**config.mk**
```make
export PLATFORM = sky130hd
export DESIGN_NAME = cmd_frame_rcv
export DESIGN_NICKNAME = d
export VERILOG_FILES = /design/src/rtl/quad_cmd_pkg.sv /design/src/rtl/cmd_frame_timer.sv /design/src/rtl/cmd_frame_rcv.sv
export SDC_FILE = /design/constraint.sdc
export NUM_CORES = 1
export LEC_CHECK = 0
export CORE_AREA = 5 5 81 83
export DETAILED_ROUTE_END_ITERATION = 7
export DIE_AREA = 0 0 86 88
export DONT_BUFFER_PORTS = 1
export GPL_TIMING_DRIVEN = 0
export PLACE_DENSITY = 0.52
export SYNTH_ARGS = -nofsm -noshare
export SYNTH_HDL_FRONTEND = slang
export SYNTH_SLANG_ARGS = --single-unit
```
**constraint.sdc**
```tcl
create_clock -name clk -period 2.6 [get_ports clk]
set_input_delay 0.39 -clock clk [delete_from_list [all_inputs] [get_ports clk]]
set_output_delay 0.39 -clock clk [all_outputs]
set_load 0.01 [all_outputs]
```
**src/rtl/quad_cmd_pkg.sv**
```systemverilog
// quad_cmd_pkg: shared definitions for the quadcopter command link --
// receive frame states, frame length, opcodes and the positive acknowledge.
package quad_cmd_pkg;

  typedef enum logic [1:0] {
    IDLE    = 2'd0,
    WAIT_HI = 2'd1,
    WAIT_LO = 2'd2
  } frame_state_e;

  localparam int FRAME_BYTES = 3;

  localparam logic [7:0] CMD_REQ_BATT  = 8'h01;
  localparam logic [7:0] CMD_SET_PTCH  = 8'h02;
  localparam logic [7:0] CMD_SET_ROLL  = 8'h03;
  localparam logic [7:0] CMD_SET_YAW   = 8'h04;
  localparam logic [7:0] CMD_SET_THRST = 8'h05;
  localparam logic [7:0] CMD_CALIBRATE = 8'h06;
  localparam logic [7:0] CMD_EMER_LAND = 8'h07;
  localparam logic [7:0] CMD_MTRS_OFF  = 8'h08;

  localparam logic [7:0] POS_ACK = 8'hA5;

endpackage

```
**src/rtl/cmd_frame_timer.sv**
```systemverilog
// cmd_frame_timer: inter-byte idle counter for a partially received frame.
// Counts clocks while a frame is open; expired is high in the cycle the
// count reaches TIMEOUT_CYCLES-1. Only instantiated when the build defines
// CMD_FRAME_TIMEOUT_EN.
module cmd_frame_timer #(
  parameter logic [23:0] TIMEOUT_CYCLES = 24'd2_000_000
) (
  input  logic clk,
  input  logic rst_n,
  input  logic run,      // a frame is open (receiver not in IDLE)
  input  logic clr,      // a byte is being accepted this cycle
  output logic expired
);

  localparam logic [23:0] LIMIT = TIMEOUT_CYCLES - 24'd1;

  logic [23:0] cnt_q;
  logic [23:0] cnt_d;

  assign expired = run && (cnt_q == LIMIT);

  // Restart on every accepted byte, while idle, and on expiry; else count up.
  always_comb begin
    cnt_d = cnt_q + 24'd1;
    if (!run || clr || expired) begin
      cnt_d = '0;
    end
  end

  // Counter register.
  always_ff @(posedge clk) begin
    if (!rst_n) begin
      cnt_q <= '0;
    end else begin
      cnt_q <= cnt_d;
    end
  end

endmodule

```
**src/rtl/cmd_frame_rcv.sv**
```systemverilog
// cmd_frame_rcv: assembles 3-byte command frames (opcode, data hi, data lo)
// from a byte UART and forwards single response bytes back to it.
// Optional inter-byte timeout: define CMD_FRAME_TIMEOUT_EN.
module cmd_frame_rcv
  import quad_cmd_pkg::*;
#(
  parameter logic [23:0] TIMEOUT_CYCLES = 24'd2_000_000
) (
  input  logic        clk,
  input  logic        rst_n,
  input  logic        rx_rdy,
  input  logic [7:0]  rx_data,
  output logic        clr_rx_rdy,
  output logic [7:0]  cmd,
  output logic [15:0] data,
  output logic        cmd_rdy,
  input  logic        clr_cmd_rdy,
  input  logic [7:0]  resp,
  input  logic        send_resp,
  input  logic        tx_done,
  output logic        trmt,
  output logic [7:0]  tx_data,
  output logic        resp_sent,
  output logic        frm_err
);

  frame_state_e state_q, state_d;
  logic [7:0]   op_q, op_d;       // opcode shadow
  logic [7:0]   hi_q, hi_d;       // data high byte shadow
  logic [7:0]   cmd_q, cmd_d;
  logic [15:0]  data_q, data_d;
  logic         cmd_rdy_q, cmd_rdy_d;

  logic [7:0]   hold_q, hold_d;   // response byte waiting for the UART
  logic         resp_pend_q, resp_pend_d;
  logic         tx_busy_q, tx_busy_d;
  logic         trmt_q, trmt_d;
  logic [7:0]   tx_data_q, tx_data_d;
  logic         resp_sent_q, resp_sent_d;

  logic         timeout_hit;

  // Every presented byte is consumed in the cycle it appears.
  assign clr_rx_rdy = rx_rdy;

`ifdef CMD_FRAME_TIMEOUT_EN
  logic frm_err_q, frm_err_d;

  cmd_frame_timer #(
    .TIMEOUT_CYCLES(TIMEOUT_CYCLES)
  ) u_timer (
    .clk    (clk),
    .rst_n  (rst_n),
    .run    (state_q != IDLE),
    .clr    (rx_rdy),
    .expired(timeout_hit)
  );

  assign frm_err_d = timeout_hit;

  // One-cycle error pulse for an abandoned partial frame.
  always_ff @(posedge clk) begin
    if (!rst_n) begin
      frm_err_q <= 1'b0;
    end else begin
      frm_err_q <= frm_err_d;
    end
  end

  assign frm_err = frm_err_q;
`else
  logic unused_timeout_cfg;

  assign unused_timeout_cfg = ^TIMEOUT_CYCLES;
  assign timeout_hit        = 1'b0;
  assign frm_err            = 1'b0;
`endif

  // Receive path: walk the frame, publish on the third byte; a timeout
  // drops the open frame but a byte arriving with it starts a new one.
  always_comb begin
    state_d   = state_q;
    op_d      = op_q;
    hi_d      = hi_q;
    cmd_d     = cmd_q;
    data_d    = data_q;
    cmd_rdy_d = cmd_rdy_q && !clr_cmd_rdy;
    if (timeout_hit) begin
      state_d = IDLE;
      if (rx_rdy) begin
        op_d    = rx_data;
        state_d = WAIT_HI;
      end
    end else if (rx_rdy) begin
      case (state_q)
        IDLE: begin
          op_d    = rx_data;
          state_d = WAIT_HI;
        end
        WAIT_HI: begin
          hi_d    = rx_data;
          state_d = WAIT_LO;
        end
        WAIT_LO: begin
          cmd_d     = op_q;
          data_d    = {hi_q, rx_data};
          cmd_rdy_d = 1'b1;   // completion beats a simultaneous clear
          state_d   = IDLE;
        end
        default: state_d = IDLE;
      endcase
    end
  end

  // Transmit path: hand a pending byte to an idle UART, retire on tx_done.
  // A send_resp always lands in the holding register, even during dispatch.
  always_comb begin
    hold_d      = hold_q;
    resp_pend_d = resp_pend_q;
    tx_busy_d   = tx_busy_q;
    trmt_d      = 1'b0;
    tx_data_d   = tx_data_q;
    resp_sent_d = 1'b0;
    if (resp_pend_q && !tx_busy_q) begin
      trmt_d      = 1'b1;
      tx_data_d   = hold_q;
      resp_pend_d = 1'b0;
      tx_busy_d   = 1'b1;
    end
    if (tx_done && tx_busy_q) begin
      tx_busy_d   = 1'b0;
      resp_sent_d = 1'b1;
    end
    if (send_resp) begin
      hold_d      = resp;
      resp_pend_d = 1'b1;
    end
  end

  // State registers for both paths.
  always_ff @(posedge clk) begin
    if (!rst_n) begin
      state_q     <= IDLE;
      op_q        <= '0;
      hi_q        <= '0;
      cmd_q       <= '0;
      data_q      <= '0;
      cmd_rdy_q   <= 1'b0;
      hold_q      <= '0;
      resp_pend_q <= 1'b0;
      tx_busy_q   <= 1'b0;
      trmt_q      <= 1'b0;
      tx_data_q   <= '0;
      resp_sent_q <= 1'b0;
    end else begin
      state_q     <= state_d;
      op_q        <= op_d;
      hi_q        <= hi_d;
      cmd_q       <= cmd_d;
      data_q      <= data_d;
      cmd_rdy_q   <= cmd_rdy_d;
      hold_q      <= hold_d;
      resp_pend_q <= resp_pend_d;
      tx_busy_q   <= tx_busy_d;
      trmt_q      <= trmt_d;
      tx_data_q   <= tx_data_d;
      resp_sent_q <= resp_sent_d;
    end
  end

  assign cmd       = cmd_q;
  assign data      = data_q;
  assign cmd_rdy   = cmd_rdy_q;
  assign trmt      = trmt_q;
  assign tx_data   = tx_data_q;
  assign resp_sent = resp_sent_q;

endmodule
```
==> results.json <==
{
  "status": "complete, no violations",
  "comb_power_share_pct": 5.5,
  "final_cell_area_um2": 2550,
  "antenna_left": 0,
  "sw_frac_of_total_pct": 23.1,
  "ff_latch_area_um2": 1260,
  "dr_total_vias": 1706,
  "peakVddDrop_mv": 0.352,
  "fp-row-count": 28,
  "drc_errors": 0,
  "worstPathMaxFanout": 10,
  "cap_viol_max_count": 0,
  "arrival_ns": 1.52,
  "fp.dieW_um": 86,
  "nNetsFinal": 280,
  "via_per_inst": 5.05,
  "worstSetupPathType": "reg -> reg",
  "crit_path_end_kind": "register",
  "tns_ns": 0,
  "multi_input_area_um2": 870,
  "hold_buffers": 0,
  "start_util_pct": 38.9,
  "wl_um": 5370,
  "drive_above_1_share_pct": 11.4,
  "clkPwrFrac_pct": 43.4,
  "post_drt_wl_per_cell_um": 15.9,
  "cts_tree": "built",
  "clockBufferDepth": 2,
  "netlist_area_um2": 2250,
  "p_per_area_nw_per_um2": 782,
  "worstMarginPinSlew_ns": 0.515,
  "final-instance-count-excl-fill": 338,
  "setup_viol": 0,
  "antenna_found_initial": 0,
  "grt_first_pass_wirelength_um": 8690,
  "cts_resized": 0,
  "cp-start-kind": "register",
  "switchingPower_uw": 461,
  "max_slew_margin_pct": 65.7,
  "grt_usage_pct": 15.3,
  "dr.first_iter.drc_count": 40,
  "cts_num_sinks": 63,
  "post_cts_buffers": 0,
  "grt_setup_unrepaired": "no",
  "io-pin-count": 59,
  "yosysUniqueCellTypes": 22,
  "dieArea_um2": 7570,
  "intPower_mw": 1.53,
  "ys_ff_latch": 63,
  "final_common_cell": "dfxtp_1",
  "yosys_warnings": 0,
  "gp_congestion": 0.715,
  "grt_max_degree": 12,
  "grt_pass1_vias": 1736,
  "skew_ns": 0.00637,
  "clk_latency_ns": 0.33,
  "seq_power_share_pct": 51.1,
  "hp-class": "in -> reg",
  "htree_levels": 3,
  "worstPathRequired_ns": 2.82,
  "syn_nets": 269,
  "dp_hpwl_um": 3770,
  "place_area_um2": 2340,
  "areaGrowthSynthToFinish_pct": 13.4,
  "hold_viol": 0,
  "clock.fmax_mhz": 765,
  "clk_pin_slew_ns": 0.07,
  "dpl.cell_count": 322,
  "root_buffer": "clkbuf_8",
  "coreArea_um2": 5780,
  "layout_common_cells": "dfxtp_1 (63), nand2_1 (41), nand3_1 (40), o21ai_0 (39)",
  "n_antenna_cell": 0,
  "numCtsBuffers": 9,
  "syn_inst": 247,
  "yosysSeqAreaShare_pct": 56.2,
  "min_period_ns": 1.31,
  "io_buffers": 0,
  "die_h_um": 88,
  "fin_crit_sh_pct": 50.3,
  "maxSlewViolCount": 0,
  "dr.pass1.iters": 4,
  "p_leak_nw": 0.929,
  "synth_area_per_cell_um2": 9.09,
  "num-fill-cells": 597,
  "grt_overflow": 0
}
[sequential cells by signal, indices dropped and copies added, names as in the netlist]
name         cells
cmd              8
cmd_rdy          1
data            16
hi_q             8
hold_q           8
op_q             8
resp_pend_q      1
resp_sent        1
state_q          2
trmt             1
tx_busy_q        1
tx_data          8
[cell families (layout without fill, tap and decap cells)]
logic type	count (synthesis)	in the layout	synth area share [%]
multiplexers	8	8	3.57
other	1	1	0.167
AO/OA/AOI/OAI	53	53	13.3
AND/OR/NAND/NOR	100	100	21.7
buffers and inverters	22	38	5.12
flip-flops	63	63	56.2
[final cells by class]
class	count	share of cell area, %
flip-flops and latches	63	49.5
plain buffers	22	4.52
multi-input cells	162	34.1
well taps	75	3.68
clock inverters	5	2.21
clock buffers	11	5.94
[worst paths after layout]
kind                                               from                    to  slack (ns)  cells past startpoint
worst min register to register     op_q[7]$_SDFFE_PN0P_  op_q[7]$_SDFFE_PN0P_        0.46                      2
worst max-delay path            state_q[1]$_SDFFE_PN0P_  hi_q[7]$_SDFFE_PN0P_        1.29                      4
worst max register to register  state_q[1]$_SDFFE_PN0P_  hi_q[7]$_SDFFE_PN0P_        1.29                      4
worst min-delay path                         rx_data[7]  op_q[7]$_SDFFE_PN0P_        0.19                      2
[power by group through the flow]
stage / Sequential (mW) / Clock [mW] / Combinational, mW
CTS: 1.02 / 0.891 / 0.112
global placement: 1.04 / 0 / 0.111
floorplan: 1.04 / 0 / 0.0838
global route: 1.02 / 0.934 / 0.125
detailed placement: 1.04 / 0 / 0.111
finish: 1.02 / 0.865 / 0.109
[Yosys cell counts (all sizes together)]
library cell | n | area [µm²]
o21ai | 40 | 200
buf | 12 | 76.3
o211a | 1 | 10.0
clkbuf | 10 | 38.8
nor3b | 1 | 18.8
nand2b | 3 | 18.8
nand3b | 2 | 15.0
a21boi | 10 | 75.1
and2 | 1 | 6.26
nand2 | 41 | 154
nand3 | 40 | 200
a21oi | 1 | 5.00
dfxtp | 63 | 1260
mux2i | 8 | 80.1
o21a | 1 | 7.51
and3 | 1 | 6.26
conb | 1 | 3.75
nor2b | 11 | 68.8
[per-layer routing]
layer / track usage, % / wire length (µm) / vias to the layer above
met3: 5.93 / 498 / 11
met1: 18.9 / 2440 / 783
met5: 0 / 0 / -
met2: 23.5 / 2340 / 52
met4: 7.77 / 92 / 0
li1: - / - / 860
[worst max-delay path, stage by stage (launching register included)]
cell and delay [ns]:
dfxtp_1 0.36, nand3b_1 0.35, clkbuf_2 0.29, nand3_1 0.11, o21ai_0 0.07
[stage by stage]
| step | worst slack [ns] | total power [mW] | hold slack (ns) | util, % |
|---|---|---|---|---|
| after floorplan | 1.46 | 1.12 | 0.431 | - |
| after global placement | 1.23 | 1.15 | 0.442 | 40.5 |
| after detailed placement | 1.21 | 1.15 | 0.451 | 40.5 |
| after CTS | 1.29 | 2.02 | 0.175 | 44.1 |
| after global routing | 1.19 | 2.08 | 0.189 | 44.1 |
| final | 1.29 | 1.99 | 0.188 | 44.1 |
Power figures use the tool's default switching activity.
